File: src/rtl/pc_fetch_unit_pkg.sv
// rtl/pc_fetch_unit_pkg.sv - shared types and constants for the IF stage
package pc_fetch_unit_pkg;

    localparam int INST_ADDR_W = 32;
    localparam int INST_DATA_W = 32;

    localparam logic [31:0] NOP_INST      = 32'h0;
    localparam logic [31:0] ZERO_WORD     = 32'h0;
    localparam logic        REQ_ENABLE    = 1'b1;
    localparam logic        BRANCH_ENABLE = 1'b1;

    typedef enum logic [1:0] {
        IF_IDLE    = 2'd0,
        IF_FETCH   = 2'd1,
        IF_HOLD    = 2'd2,
        IF_DISCARD = 2'd3
    } if_state_e;

endpackage

File: src/rtl/pc_fetch_unit_if_id_reg.sv
// rtl/pc_fetch_unit_if_id_reg.sv - IF/ID pipeline register with load, bubble and hold
module pc_fetch_unit_if_id_reg
    import pc_fetch_unit_pkg::*;
#(
    parameter int ADDR_W = INST_ADDR_W,
    parameter int DATA_W = INST_DATA_W
) (
    input  logic              clk_i,
    input  logic              rst_ni,
    input  logic              load_i,
    input  logic              bubble_i,
    input  logic [ADDR_W-1:0] pc_plus4_i,
    input  logic [DATA_W-1:0] inst_i,
    output logic [ADDR_W-1:0] pc_plus4_o,
    output logic [DATA_W-1:0] inst_o,
    output logic              valid_o
);

    logic [ADDR_W-1:0] pc_plus4_q;
    logic [DATA_W-1:0] inst_q;
    logic              valid_q;

    // A bubble keeps pc_plus4 so ID still sees the last real sequential address.
    always_ff @(posedge clk_i or negedge rst_ni) begin
        if (!rst_ni) begin
            pc_plus4_q <= ADDR_W'(ZERO_WORD);
            inst_q     <= DATA_W'(NOP_INST);
            valid_q    <= 1'b0;
        end else if (bubble_i) begin
            inst_q     <= DATA_W'(NOP_INST);
            valid_q    <= 1'b0;
        end else if (load_i) begin
            pc_plus4_q <= pc_plus4_i;
            inst_q     <= inst_i;
            valid_q    <= 1'b1;
        end
    end

    assign pc_plus4_o = pc_plus4_q;
    assign inst_o     = inst_q;
    assign valid_o    = valid_q;

endmodule

File: src/rtl/pc_fetch_unit.sv
// rtl/pc_fetch_unit.sv - program counter, imem req/ack fetch FSM and IF/ID register
module pc_fetch_unit
    import pc_fetch_unit_pkg::*;
#(
    parameter int                ADDR_W   = INST_ADDR_W,
    parameter int                DATA_W   = INST_DATA_W,
    parameter logic [ADDR_W-1:0] RESET_PC = '0
) (
    input  logic              clk,
    input  logic              rst,
    input  logic              is_branch,
    input  logic [ADDR_W-1:0] branch_address,
    input  logic              stall_IF,
    output logic              imem_req,
    output logic [ADDR_W-1:0] imem_addr,
    input  logic              imem_ack,
    input  logic [DATA_W-1:0] imem_rdata,
    output logic [ADDR_W-1:0] pc_IF,
    output logic [ADDR_W-1:0] pc_plus4_ID,
    output logic [DATA_W-1:0] inst_ID,
    output logic              valid_ID
);

    if_state_e         state_q, state_d;
    logic [ADDR_W-1:0] pc_q, pc_d;
    logic [ADDR_W-1:0] req_addr_q, req_addr_d;
    logic [ADDR_W-1:0] imem_addr_q, imem_addr_d;
    logic [DATA_W-1:0] skid_q, skid_d;
    logic              imem_req_q, imem_req_d;
    logic [ADDR_W-1:0] pc_plus4, target;
    logic [DATA_W-1:0] ld_inst;
    logic              redir, ld, bub;
    logic              unused_addr_lsb;

    assign redir           = (is_branch == BRANCH_ENABLE) & valid_ID & ~stall_IF;
    assign target          = {branch_address[ADDR_W-1:2], 2'b00};
    assign pc_plus4        = pc_q + ADDR_W'(4);
    assign unused_addr_lsb = ^branch_address[1:0];

    always_comb begin
        state_d = state_q;
        pc_d    = pc_q;
        skid_d  = skid_q;
        ld_inst = imem_rdata;
        ld      = 1'b0;
        bub     = 1'b0;
        case (state_q)
            IF_IDLE: state_d = IF_FETCH;
            IF_FETCH: begin
                if (imem_ack) begin
                    if (redir) begin
                        pc_d = target;
                        bub  = 1'b1;
                    end else if (!stall_IF) begin
                        ld   = 1'b1;
                        pc_d = pc_plus4;
                    end else begin
                        skid_d  = imem_rdata;
                        state_d = IF_HOLD;
                    end
                end else if (redir) begin
                    pc_d    = target;
                    bub     = 1'b1;
                    state_d = IF_DISCARD;
                end else if (!stall_IF) begin
                    bub = 1'b1;
                end
            end
            IF_HOLD: begin
                if (redir) begin
                    pc_d    = target;
                    bub     = 1'b1;
                    state_d = IF_FETCH;
                end else if (!stall_IF) begin
                    ld      = 1'b1;
                    ld_inst = skid_q;
                    pc_d    = pc_plus4;
                    state_d = IF_FETCH;
                end
            end
            IF_DISCARD: begin
                // The outstanding handshake must finish; its data is wrong-path.
                if (redir) pc_d = target;
                bub = ~stall_IF;
                if (imem_ack) state_d = IF_FETCH;
            end
            default: state_d = IF_IDLE;
        endcase
    end

    assign req_addr_d  = (state_q == IF_FETCH) ? pc_q : req_addr_q;
    assign imem_req_d  = (state_d == IF_FETCH || state_d == IF_DISCARD) ? REQ_ENABLE : ~REQ_ENABLE;
    assign imem_addr_d = (state_d == IF_DISCARD) ? req_addr_d : pc_d;

    always_ff @(posedge clk or negedge rst) begin
        if (!rst) begin
            state_q     <= IF_IDLE;
            pc_q        <= RESET_PC;
            req_addr_q  <= RESET_PC;
            skid_q      <= DATA_W'(NOP_INST);
            imem_req_q  <= 1'b0;
            imem_addr_q <= RESET_PC;
        end else begin
            state_q     <= state_d;
            pc_q        <= pc_d;
            req_addr_q  <= req_addr_d;
            skid_q      <= skid_d;
            imem_req_q  <= imem_req_d;
            imem_addr_q <= imem_addr_d;
        end
    end

    assign imem_req  = imem_req_q;
    assign imem_addr = imem_addr_q;
    assign pc_IF     = pc_q;

    pc_fetch_unit_if_id_reg #(
        .ADDR_W (ADDR_W),
        .DATA_W (DATA_W)
    ) u_if_id (
        .clk_i      (clk),
        .rst_ni     (rst),
        .load_i     (ld),
        .bubble_i   (bub),
        .pc_plus4_i (pc_plus4),
        .inst_i     (ld_inst),
        .pc_plus4_o (pc_plus4_ID),
        .inst_o     (inst_ID),
        .valid_o    (valid_ID)
    );

endmodule

File: config.mk
export PLATFORM = sky130hd
export DESIGN_NAME = pc_fetch_unit
export DESIGN_NICKNAME = d
export VERILOG_FILES = /design/src/rtl/pc_fetch_unit_pkg.sv /design/src/rtl/pc_fetch_unit_if_id_reg.sv /design/src/rtl/pc_fetch_unit.sv
export SDC_FILE = /design/constraint.sdc
export NUM_CORES = 1
export LEC_CHECK = 0
export CAP_MARGIN = 30
export CORE_MARGIN = 2
export CORE_UTILIZATION = 34
export DETAILED_ROUTE_END_ITERATION = 8
export PLACE_DENSITY = 0.6
export SLEW_MARGIN = 10
export SYNTH_ARGS = -nofsm -noshare
export SYNTH_HDL_FRONTEND = slang
export SYNTH_SLANG_ARGS = --single-unit
File: constraint.sdc
create_clock -name clk -period 3.1 [get_ports clk]
set_input_delay 0.62 -clock clk [delete_from_list [all_inputs] [get_ports clk]]
set_output_delay 0.62 -clock clk [all_outputs]
set_load 0.02 [all_outputs]
After elaboration in Yosys (flattened, before gate mapping)
Index checks and enable logic that the tools add are counted.
- bits in registers: 196
- bits in latches: 0
- RAM bits: 0
- ROM bits: 0
- word-level logic and storage cells: 56
- memories kept: 0
- add/sub/neg operators: 1
- multipliers: 0
- div/mod/pow operators: 0
- magnitude comparators: 0
- eq/ne operators: 5
- shifts and indexed selects: 0
- mux-type cells: 31
- bitwise operators: 5
- reduce and logical (&&, ||, !) cells: 5
- operator list (kind ; count):
    two-way mux 32 bit ; 11
    one-hot mux 32 bit (3 select lines) ; 1
    adder 32 x 3 -> 32 bit, second input constant ; 1
    two-way mux 2 bit ; 7
    two-way mux 1 bit ; 9
    one-hot mux 2 bit (4 select lines) ; 1
    equality test 2 bit, second input constant ; 3
    equality test 2 x 1 -> 1 bit, second input constant ; 2
    NOT 1 bit ; 3
    one-hot mux 1 bit (3 select lines) ; 1
    AND reduction 3 bit ; 1
    AND 1 bit ; 2
    zero test 2 bit ; 1
    one-hot mux 1 bit (2 select lines) ; 1
    AND reduction 2 bit ; 1
    nonzero test 2 bit ; 1
    logical OR 1 bit ; 1

Depth between registers and ports, before layout
Gate-level depths: netlist of run 1.
- depth after elaboration: 8
- mapped depth: 11
- mapped depth without buffers: 8

Cells and area by module
A second synthesis of run 1 with hierarchy kept.
- cell total of the unflattened synthesis: 850
- area, all modules: 9851.9 µm²
- by module, submodules not included (module ; instances ; cells an instance ; area an instance (µm²) ; sequential area each (µm²)):
    pc_fetch_unit ; 1 ; 674 ; 7203.2 ; 3253.1
    pc_fetch_unit_if_id_reg ; 1 ; 176 ; 2648.8 ; 1626.6

Worst setup path after synthesis of run 1
OpenSTA, ideal clock, no wires.
- path type: register to register
- start: register state_q[0]
- end: register imem_addr_q[7], in the netlist imem_addr[7]
- library setup time: 0.125 ns
- data arrival time: 2.389 ns
- required time: 2.975 ns
- setup slack: 0.586 ns
- cell stages (with the launch flop): 11
- period minus slack after synthesis: 2.514 ns
- cell sequence: dfrtp_1 inv_1 ha_1 or2_2 a21oi_1 and2_1 clkbuf_1 inv_2 nand2_1 buf_2 mux2_2
- word-level cells in the longest chain between the ends: 6
- elaborated cells on any way between the ends: 16
- ends and longest elaborated chain (element ; RTL line ; source):
    start, declared ; pc_fetch_unit.sv:24 ; if_state_e state_q, state_d;
    start signal, assigned ; pc_fetch_unit.sv:104 ; state_q <= state_d;
    two-way mux 2 bit ; pc_fetch_unit.sv:54 ; end else if (!stall_IF) begin
    two-way mux 2 bit ; pc_fetch_unit.sv:51 ; if (redir) begin
    two-way mux 2 bit ; pc_fetch_unit.sv:50 ; if (imem_ack) begin
    one-hot mux 2 bit (4 select lines) ; pc_fetch_unit.sv:47 ; case (state_q)
    equality test 2 bit ; pc_fetch_unit.sv:93 ; assign imem_addr_d = (state_d == IF_DISCARD) ? req_addr_d : pc_d;
    two-way mux 32 bit (*) ; pc_fetch_unit.sv:93 ;
    named net imem_addr_d[7] ; pc_fetch_unit.sv:27 ; logic [ADDR_W-1:0] imem_addr_q, imem_addr_d;
    end signal, assigned ; pc_fetch_unit.sv:109 ; imem_addr_q <= imem_addr_d;
    end, declared ; pc_fetch_unit.sv:27 ;
The timed path passes the listed nets; every way through them passes the cells marked *.
A chain may end at the register's enable or synchronous reset.

Worst setup path in the final report of run 1
- start: register pc_q[2], in the netlist pc_IF[2]
- end: register imem_addr_q[12], in the netlist imem_addr[12]
- word-level cells in the longest chain between the ends: 6
- ends and longest elaborated chain (element ; RTL line ; source):
    start, declared ; pc_fetch_unit.sv:25 ; logic [ADDR_W-1:0] pc_q, pc_d;
    start signal, assigned ; pc_fetch_unit.sv:105 ; pc_q <= pc_d;
    adder 32 x 3 -> 32 bit (*) ; pc_fetch_unit.sv:37 ; assign pc_plus4 = pc_q + ADDR_W'(4);
    two-way mux 32 bit (*) ; pc_fetch_unit.sv:54, pc_fetch_unit.sv:74 ;
    two-way mux 32 bit (*) ; pc_fetch_unit.sv:70 ; if (redir) begin
    two-way mux 32 bit ; pc_fetch_unit.sv:50 ;
    one-hot mux 32 bit (3 select lines) (*) ; pc_fetch_unit.sv:47 ;
    two-way mux 32 bit (*) ; pc_fetch_unit.sv:93 ;
    named net imem_addr_d[12] ; pc_fetch_unit.sv:27 ;
Marked as above.

==> out/metrics.yaml, run 1 <==
run_status:
  outcome: "finished clean"
clock_tree:
  clkTransAtPathRegs_ps: 70
  post-cts-setup-buffers: 0
  clk_path_buf_depth: 2
  cts_resized: 0
  cts_buffers: 17
  htreeDepth: 4
  insertion_delay_ps: 440
  cts_hold_buf: 0
  cts_tree: "built"
  cts.sinks: 195
  cts-root-buf: "clkbuf_16"
worst_setup_path:
  path_class: "reg2reg"
  cp.arrival_ps: 3010
  reg2reg_from: "pc_IF[2]$_DFF_PN0_"
  crit_start: "pc_IF[2]$_DFF_PN0_"
  cp-end-kind: "register"
  ff2ff_path_depth: 6
  regToRegSetupSlack_ps: 400
  cp_cell_sequence: "ha_1 > nand2_1 > or4_1 > xnor2_1 > nor2_1 > o31ai_1"
  cp-endpoint: "imem_addr[12]$_DFF_PN0_"
  startpoint_type: "register"
  cp.required_ps: 3410
  path_max_fanout: 10
  reg2reg_to: "imem_addr[12]$_DFF_PN0_"
  cp_slowest_cell: "dfrtp_1"
  max_stage_delay_ps: 620
floorplan:
  rows: 61
  chipWidth_um: 172.7
  ios: 199
  die_area_um2: 29830
  core_area_um2: 27930
  initial_utilization_pct: 34.64
  die_h_um: 172.7
final_layout:
  fillCellCount: 2685
  seqCellArea_um2: 4880
  multi_input_area_um2: 4427
  area_growth_pct: 35.07
  antennaDiodeCount: 0
  layout-drive-gt1-share_pct: 20.47
  nNetsFinal: 1175
  final_cells: 1492
global_routing:
  grt_pass1_vias: 8198
  grt.total_usage_pct: 21.95
  antenna_found_initial: 0
  grt-ovfl-total: 0
  grt_max_degree: 63
  grt_pass1_wl_mm: 50.43
routing:
  first_pass_iters: 5
  wire_per_inst_um: 21.97
  wl_mm: 32.78
  vias: 8171
  drtIter0Drc: 787
  via_per_inst: 5.477
  drc: 0
  ant_nets: 0
placement:
  gp_congestion: 0.9698
  pre_cts_slack_ps: 84.45
  dp_hpwl_mm: 23.95
  post-place-cells: 1460
  portBuffers: 196
synth:
  synth_warnings: 0
  yosysTopAreaCell: "dfrtp_1"
  synth-async-reset-ratio_pct: 100.0
  yosysSeqAreaShare_pct: 50.43
  synth_edf_count: 0
  syn_inst: 883
  synth_ff_type: "dfrtp_1"
  ys_types: 69
  ys_ff_latch: 195
  yosys-top-cells-area: "dfrtp_1, mux2_2, mux2i_1"
  synth_nets: 957
  synth_area_per_cell_um2: 10.96
  yosysTopAreaCellShare_pct: 50.43
  syn-cell-area_um2: 9677
sta:
  setup_violations: 0
  finClkSkew_ps: 20.13
  fin_crit_sh_pct: 86.95
  max_slew_margin_pct: 50.37
  setup_ws_ps: 404.5
  setup-tns-final_ps: 0
  finalWorstPathRequiredPeriod_ps: 2695
  fmax_ghz: 0.3710
  rsz0062_at_grt: "no"
  finalHoldViolations: 0
  tightest_slew_ps: 737.7
  drv_slew: 0
hold_path:
  holdCritPathClass: "in2async"
power:
  p_per_area_nw_per_um2: 998.1
  ir_worst_vdd_uv: 398.3
  p_leak_nw: 5.816
job:
  cap_viol_max_count: 0
==> layout by cell type, fill, tap and decap left out, types with 4 or more instances in the layout <==
master,instances
o211ai_1,5
mux2i_1,41
a21oi_1,27
nand2b_1,6
nand2_1,37
o31ai_1,12
nand3_1,31
or3_1,6
clkdlybuf4s50_1,195
a31oi_1,10
clkbuf_16,17
or4_1,5
o22ai_1,9
nor4_1,10
o21ai_0,27
xor2_1,10
nor2_1,57
o41ai_1,4
inv_6,4
a21o_1,4
ha_1,4
a211oi_1,8
and2_1,5
nor3_1,29
buf_4,68
o2bb2ai_1,33
dfrtp_1,195
o221a_2,5
mux2_2,101
buf_12,7
xnor2_1,16
and3_1,14
inv_1,17
a21boi_0,8
nand4_1,15
==> metal layers <==
layer,share of wire [%],wire length [um],track usage [%]
met1,47,15280,31.27
met2,44,14430,33.08
met3,6.5,2140,4.771
met4,2.8,924,7.486
met5,0,0,0
==> report_power, final <==
part | switching [mW] | internal (mW) | total [mW]
Clock | 1.06 | 1.25 | 2.31
Combinational | 3.59 | 2.96 | 6.55
Sequential | 0.725 | 3.46 | 4.19
==> cells in the mapped netlist (5+ instances only) <==
cell type,number
dfrtp_1,195
a211oi_1,8
inv_1,17
or4_1,5
mux2_2,101
nor2_1,57
a21oi_1,27
o31ai_1,12
mux2i_1,41
o2bb2ai_1,33
nor3_1,29
or3_1,6
a31oi_1,10
buf_1,5
o22ai_1,9
xor2_1,10
and3_1,14
and2_1,5
o211ai_1,5
o221a_2,5
nand3_1,31
xnor2_1,16
ha_1,5
buf_2,23
nand2b_1,7
a21boi_0,8
nand2_1,38
o21ai_0,27
nor4_1,10
nand4_1,15
clkbuf_1,42
==> flip-flops by register name, indices dropped and copies added, names as in the netlist <==
name / cells
u_if_id.inst_o: 32
state_q: 2
req_addr_q: 32
skid_q: 32
pc_IF: 32
u_if_id.pc_plus4_o: 32
u_if_id.valid_o: 1
imem_addr: 32
==> kinds of logic (layout without fill, tap and decap cells) <==
family                     Yosys count  after routing  share of synthesized area [%]
AOI/OAI and AO/OA                  188            188                          14.17
xor gates and xnor gates            26             26                          2.353
and+or+nand+nor                    236            236                          12.50
buffers and inverters               91            322                          3.905
muxes                              142            142                          15.99
DFF                                195            195                          50.43
adders and majority gates            5              5                         0.6465
==> stage by stage <==
stage / power [mW] / utilization, % / instance area [um^2] / hold WS (ps)
floorplan: 7.706 / - / 9677 / 324.4
global placement: 10.66 / 44.63 / 12470 / 469.9
detailed placement: 10.72 / 44.63 / 12470 / 472.8
CTS: 13.08 / 46.79 / 13070 / 185.8
global route: 13.74 / 46.79 / 13070 / 205.4
finish: 13.05 / 46.79 / 13070 / 179.2
==> final cells by class <==
cell class / instances / area share, %
Sequential cell: 195 / 37.33
Tap cell: 378 / 3.619
Multi-Input combinational cell: 597 / 33.87
Clock buffer: 20 / 3.494
Timing Repair Buffer: 271 / 20.02
Inverter: 19 / 0.5457
Clock inverter: 12 / 1.120
==> worst max-delay path, delay by kind of cell, from the launching register on <==
kind / cells / cell delay (ps)
adder cells (fa/ha/maj): 1 / 420
XOR/XNOR: 1 / 250
AND/OR/NAND/NOR: 3 / 950
flip-flops: 1 / 620
AO/OA/AOI/OAI: 1 / 320
==> worst min-delay path by stage <==
| stage | from | endpoint | slack [ps] | depth (start not counted) |
|---|---|---|---|---|
| 3_5_place_dp | u_if_id.inst_o[11]$_DFFE_PN0P_ | u_if_id.inst_o[11]$_DFFE_PN0P_ | 470 | 1 |
| 3_3_place_gp | u_if_id.inst_o[18]$_DFFE_PN0P_ | u_if_id.inst_o[18]$_DFFE_PN0P_ | 470 | 1 |
| 4_1_cts | rst | u_if_id.inst_o[2]$_DFFE_PN0P_ | 190 | 1 |
| 6_report | rst | u_if_id.inst_o[2]$_DFFE_PN0P_ | 180 | 1 |
| 5_1_grt | rst | skid_q[2]$_DFFE_PN0P_ | 210 | 1 |
| 2_1_floorplan | rst | imem_addr[0]$_DFF_PN0_ | 320 | 0 |
Note: power is estimated with default switching activity, not from simulation.
==> run 2: changes to the inputs <==
--- a/config.mk
+++ b/config.mk
@@ -10,6 +10,7 @@
 export CORE_UTILIZATION = 34
 export DETAILED_ROUTE_END_ITERATION = 8
 export PLACE_DENSITY = 0.6
+export REMOVE_ABC_BUFFERS = 1
 export SLEW_MARGIN = 10
 export SYNTH_ARGS = -nofsm -noshare
 export SYNTH_HDL_FRONTEND = slang
==> out/metrics.yaml, run 2 (same netlist as run 1, synthesis figures left out) <==
clock_tree:
  clk_path_buf_depth: 2  # unchanged
  post-cts-setup-buffers: 0  # unchanged
  cts_hold_buf: 0  # unchanged
  cts_buffers: 17  # unchanged
  cts-root-buf: "clkbuf_16"  # unchanged
  clkTransAtPathRegs_ps: 80  # was 70 ps
  cts.sinks: 195  # unchanged
  htreeDepth: 4  # unchanged
  insertion_delay_ps: 440  # about the same
  cts_resized: 0  # unchanged
  cts_tree: "built"  # unchanged
power:
  ir_worst_vdd_uv: 484.9  # was 398.3 uV
  pwr-share-seq_pct: 31.7  # was 32.1%
  p_per_area_nw_per_um2: 993.3  # was 998.1 nW/um^2
  power_switching_mw: 5.419  # was 5.367 mW
  p_leak_nw: 5.854  # was 5.816 nW
  power.combinational.fraction_pct: 50.6  # was 50.2%
  internal_power_mw: 7.607  # was 7.679 mW
  switching_share_pct: 41.60  # was 41.14%
  power_frac_clock_pct: 17.7  # about the same
floorplan:
  die_h_um: 172.7  # unchanged
  initial_utilization_pct: 34.64  # unchanged
  chipWidth_um: 172.7  # unchanged
  rows: 61  # unchanged
  die_area_um2: 29830  # unchanged
  ios: 199  # unchanged
  core_area_um2: 27930  # unchanged
routing:
  drtIter0Drc: 917  # was 787
  wl_mm: 32.20  # was 32.78 mm
  ant_nets: 0  # unchanged
  via_per_inst: 5.533  # was 5.477
  vias: 8294  # was 8171
  drc: 0  # unchanged
  first_pass_iters: 5  # unchanged
  wire_per_inst_um: 21.48  # was 21.97 um
sta:
  finalWorstPathRequiredPeriod_ps: 2671  # was 2695 ps
  max_slew_margin_pct: 45.66  # was 50.37%
  finClkSkew_ps: 16.45  # was 20.13 ps
  tightest_slew_ps: 807.7  # was 737.7 ps
  setup_violations: 0  # unchanged
  whs_ps: 185.2  # was 179.2 ps
  drv_slew: 0  # unchanged
  fin_crit_sh_pct: 86.15  # was 86.95%
  finalHoldViolations: 0  # unchanged
  setup_ws_ps: 429.3  # was 404.5 ps
  rsz0062_at_grt: "no"  # unchanged
  fmax_ghz: 0.3744  # was 0.3710 GHz
global_routing:
  grt_max_degree: 75  # was 63
  grt-ovfl-total: 0  # unchanged
  grt_pass1_wl_mm: 49.76  # was 50.43 mm
  antenna_found_initial: 0  # unchanged
  grt.total_usage_pct: 21.42  # was 21.95%
  grt_pass1_vias: 8267  # was 8198
final_layout:
  final_core_util_pct: 46.95  # was 46.79%
  final_cell_mix: "dfrtp_1, clkdlybuf4s50_1, mux2_2, buf_4, nor2_1"  # unchanged
  layout-drive-gt1-share_pct: 20.96  # was 20.47%
  area_growth_pct: 35.52  # was 35.07%
  antennaDiodeCount: 0  # unchanged
  final_cells: 1499  # was 1492
  nNetsFinal: 1182  # was 1175
run_status:
  outcome: "finished clean"  # unchanged
placement:
  gp_congestion: 0.9834  # was 0.9698
  post-place-cells: 1467  # was 1460
  dp_hpwl_mm: 23.22  # was 23.95 mm
  pre_cts_slack_ps: 160.5  # was 84.45 ps
  portBuffers: 196  # unchanged
worst_setup_path:
  regToRegSetupSlack_ps: 430  # was 400 ps
  path_class: "reg2reg"  # unchanged
  reg2reg_to: "imem_addr[9]$_DFF_PN0_"  # was imem_addr[12]$_DFF_PN0_
  startpoint_type: "register"  # unchanged
  path_max_fanout: 15  # was 10
  cp.required_ps: 3480  # was 3410 ps
  reg2reg_from: "state_q[1]$_DFF_PN0_"  # was pc_IF[2]$_DFF_PN0_
  ff2ff_path_depth: 9  # was 6
  cp.arrival_ps: 3050  # was 3010 ps
  cp-end-kind: "register"  # unchanged
job:
  cap_viol_max_count: 0  # unchanged
hold_path:
  holdCritPathClass: "in2async"  # unchanged
[run 2: layout make-up]
class,count,area (um^2)
flip-flops and latches,195,4880
clock buffers,17,425.4
inverters,19,71.32
clock inverters,15,183.9
multi-input cells,597,4424
fillers,2672,14820
repair buffers,278,2656
well taps,378,473.0
[run 2: metal layers]
layer  share of wire (%)  track usage [%]  vias up
li1                    -                -     3709
met1                  45            30.23     4135
met5                   0                0        -
met2                  45            33.37      389
met3                 7.3            4.749       61
met4                 2.4            5.650        0
[run 2: worst max-delay path, cell delays in order (launching register included)]
cell and delay (ps):
dfrtp_1 440, inv_1 100, ha_1 290, buf_4 300, or3_1 440, o21ai_0 180, a31oi_1 180, nor2_1 80
o41ai_1 450, buf_4 180
[run 2: through the flow]
step | setup TNS, ps | power [mW] | cell area [um^2]
final | 0 | 13.03 | 13110
after global routing | 0 | 13.72 | 13110
after floorplan | -50870 | 7.533 | 9370
after CTS | 0 | 13.07 | 13110
after global placement | 0 | 10.63 | 12500
after detailed placement | 0 | 10.71 | 12500
[run 2: worst max path at each step]
stage	start	to	slack, ps
2_1_floorplan	state_q[0]$_DFF_PN0_	u_if_id.pc_plus4_o[0]$_DFFE_PN0P_	-810
3_3_place_gp	is_branch	pc_IF[17]$_DFF_PN0_	140
3_5_place_dp	is_branch	imem_addr[31]$_DFF_PN0_	160
4_1_cts	state_q[1]$_DFF_PN0_	imem_addr[9]$_DFF_PN0_	410
5_1_grt	state_q[1]$_DFF_PN0_	imem_addr[9]$_DFF_PN0_	260
6_report	state_q[1]$_DFF_PN0_	imem_addr[9]$_DFF_PN0_	430
[run 2: power by group through the flow]
stage / registers (mW) / clock network (mW) / logic (mW)
2_1_floorplan: 4.75 / 0 / 2.78
3_3_place_gp: 4.14 / 0 / 6.49
3_5_place_dp: 4.17 / 0 / 6.55
4_1_cts: 4.13 / 2.36 / 6.58
5_1_grt: 4.26 / 2.46 / 7.00
6_report: 4.13 / 2.30 / 6.59
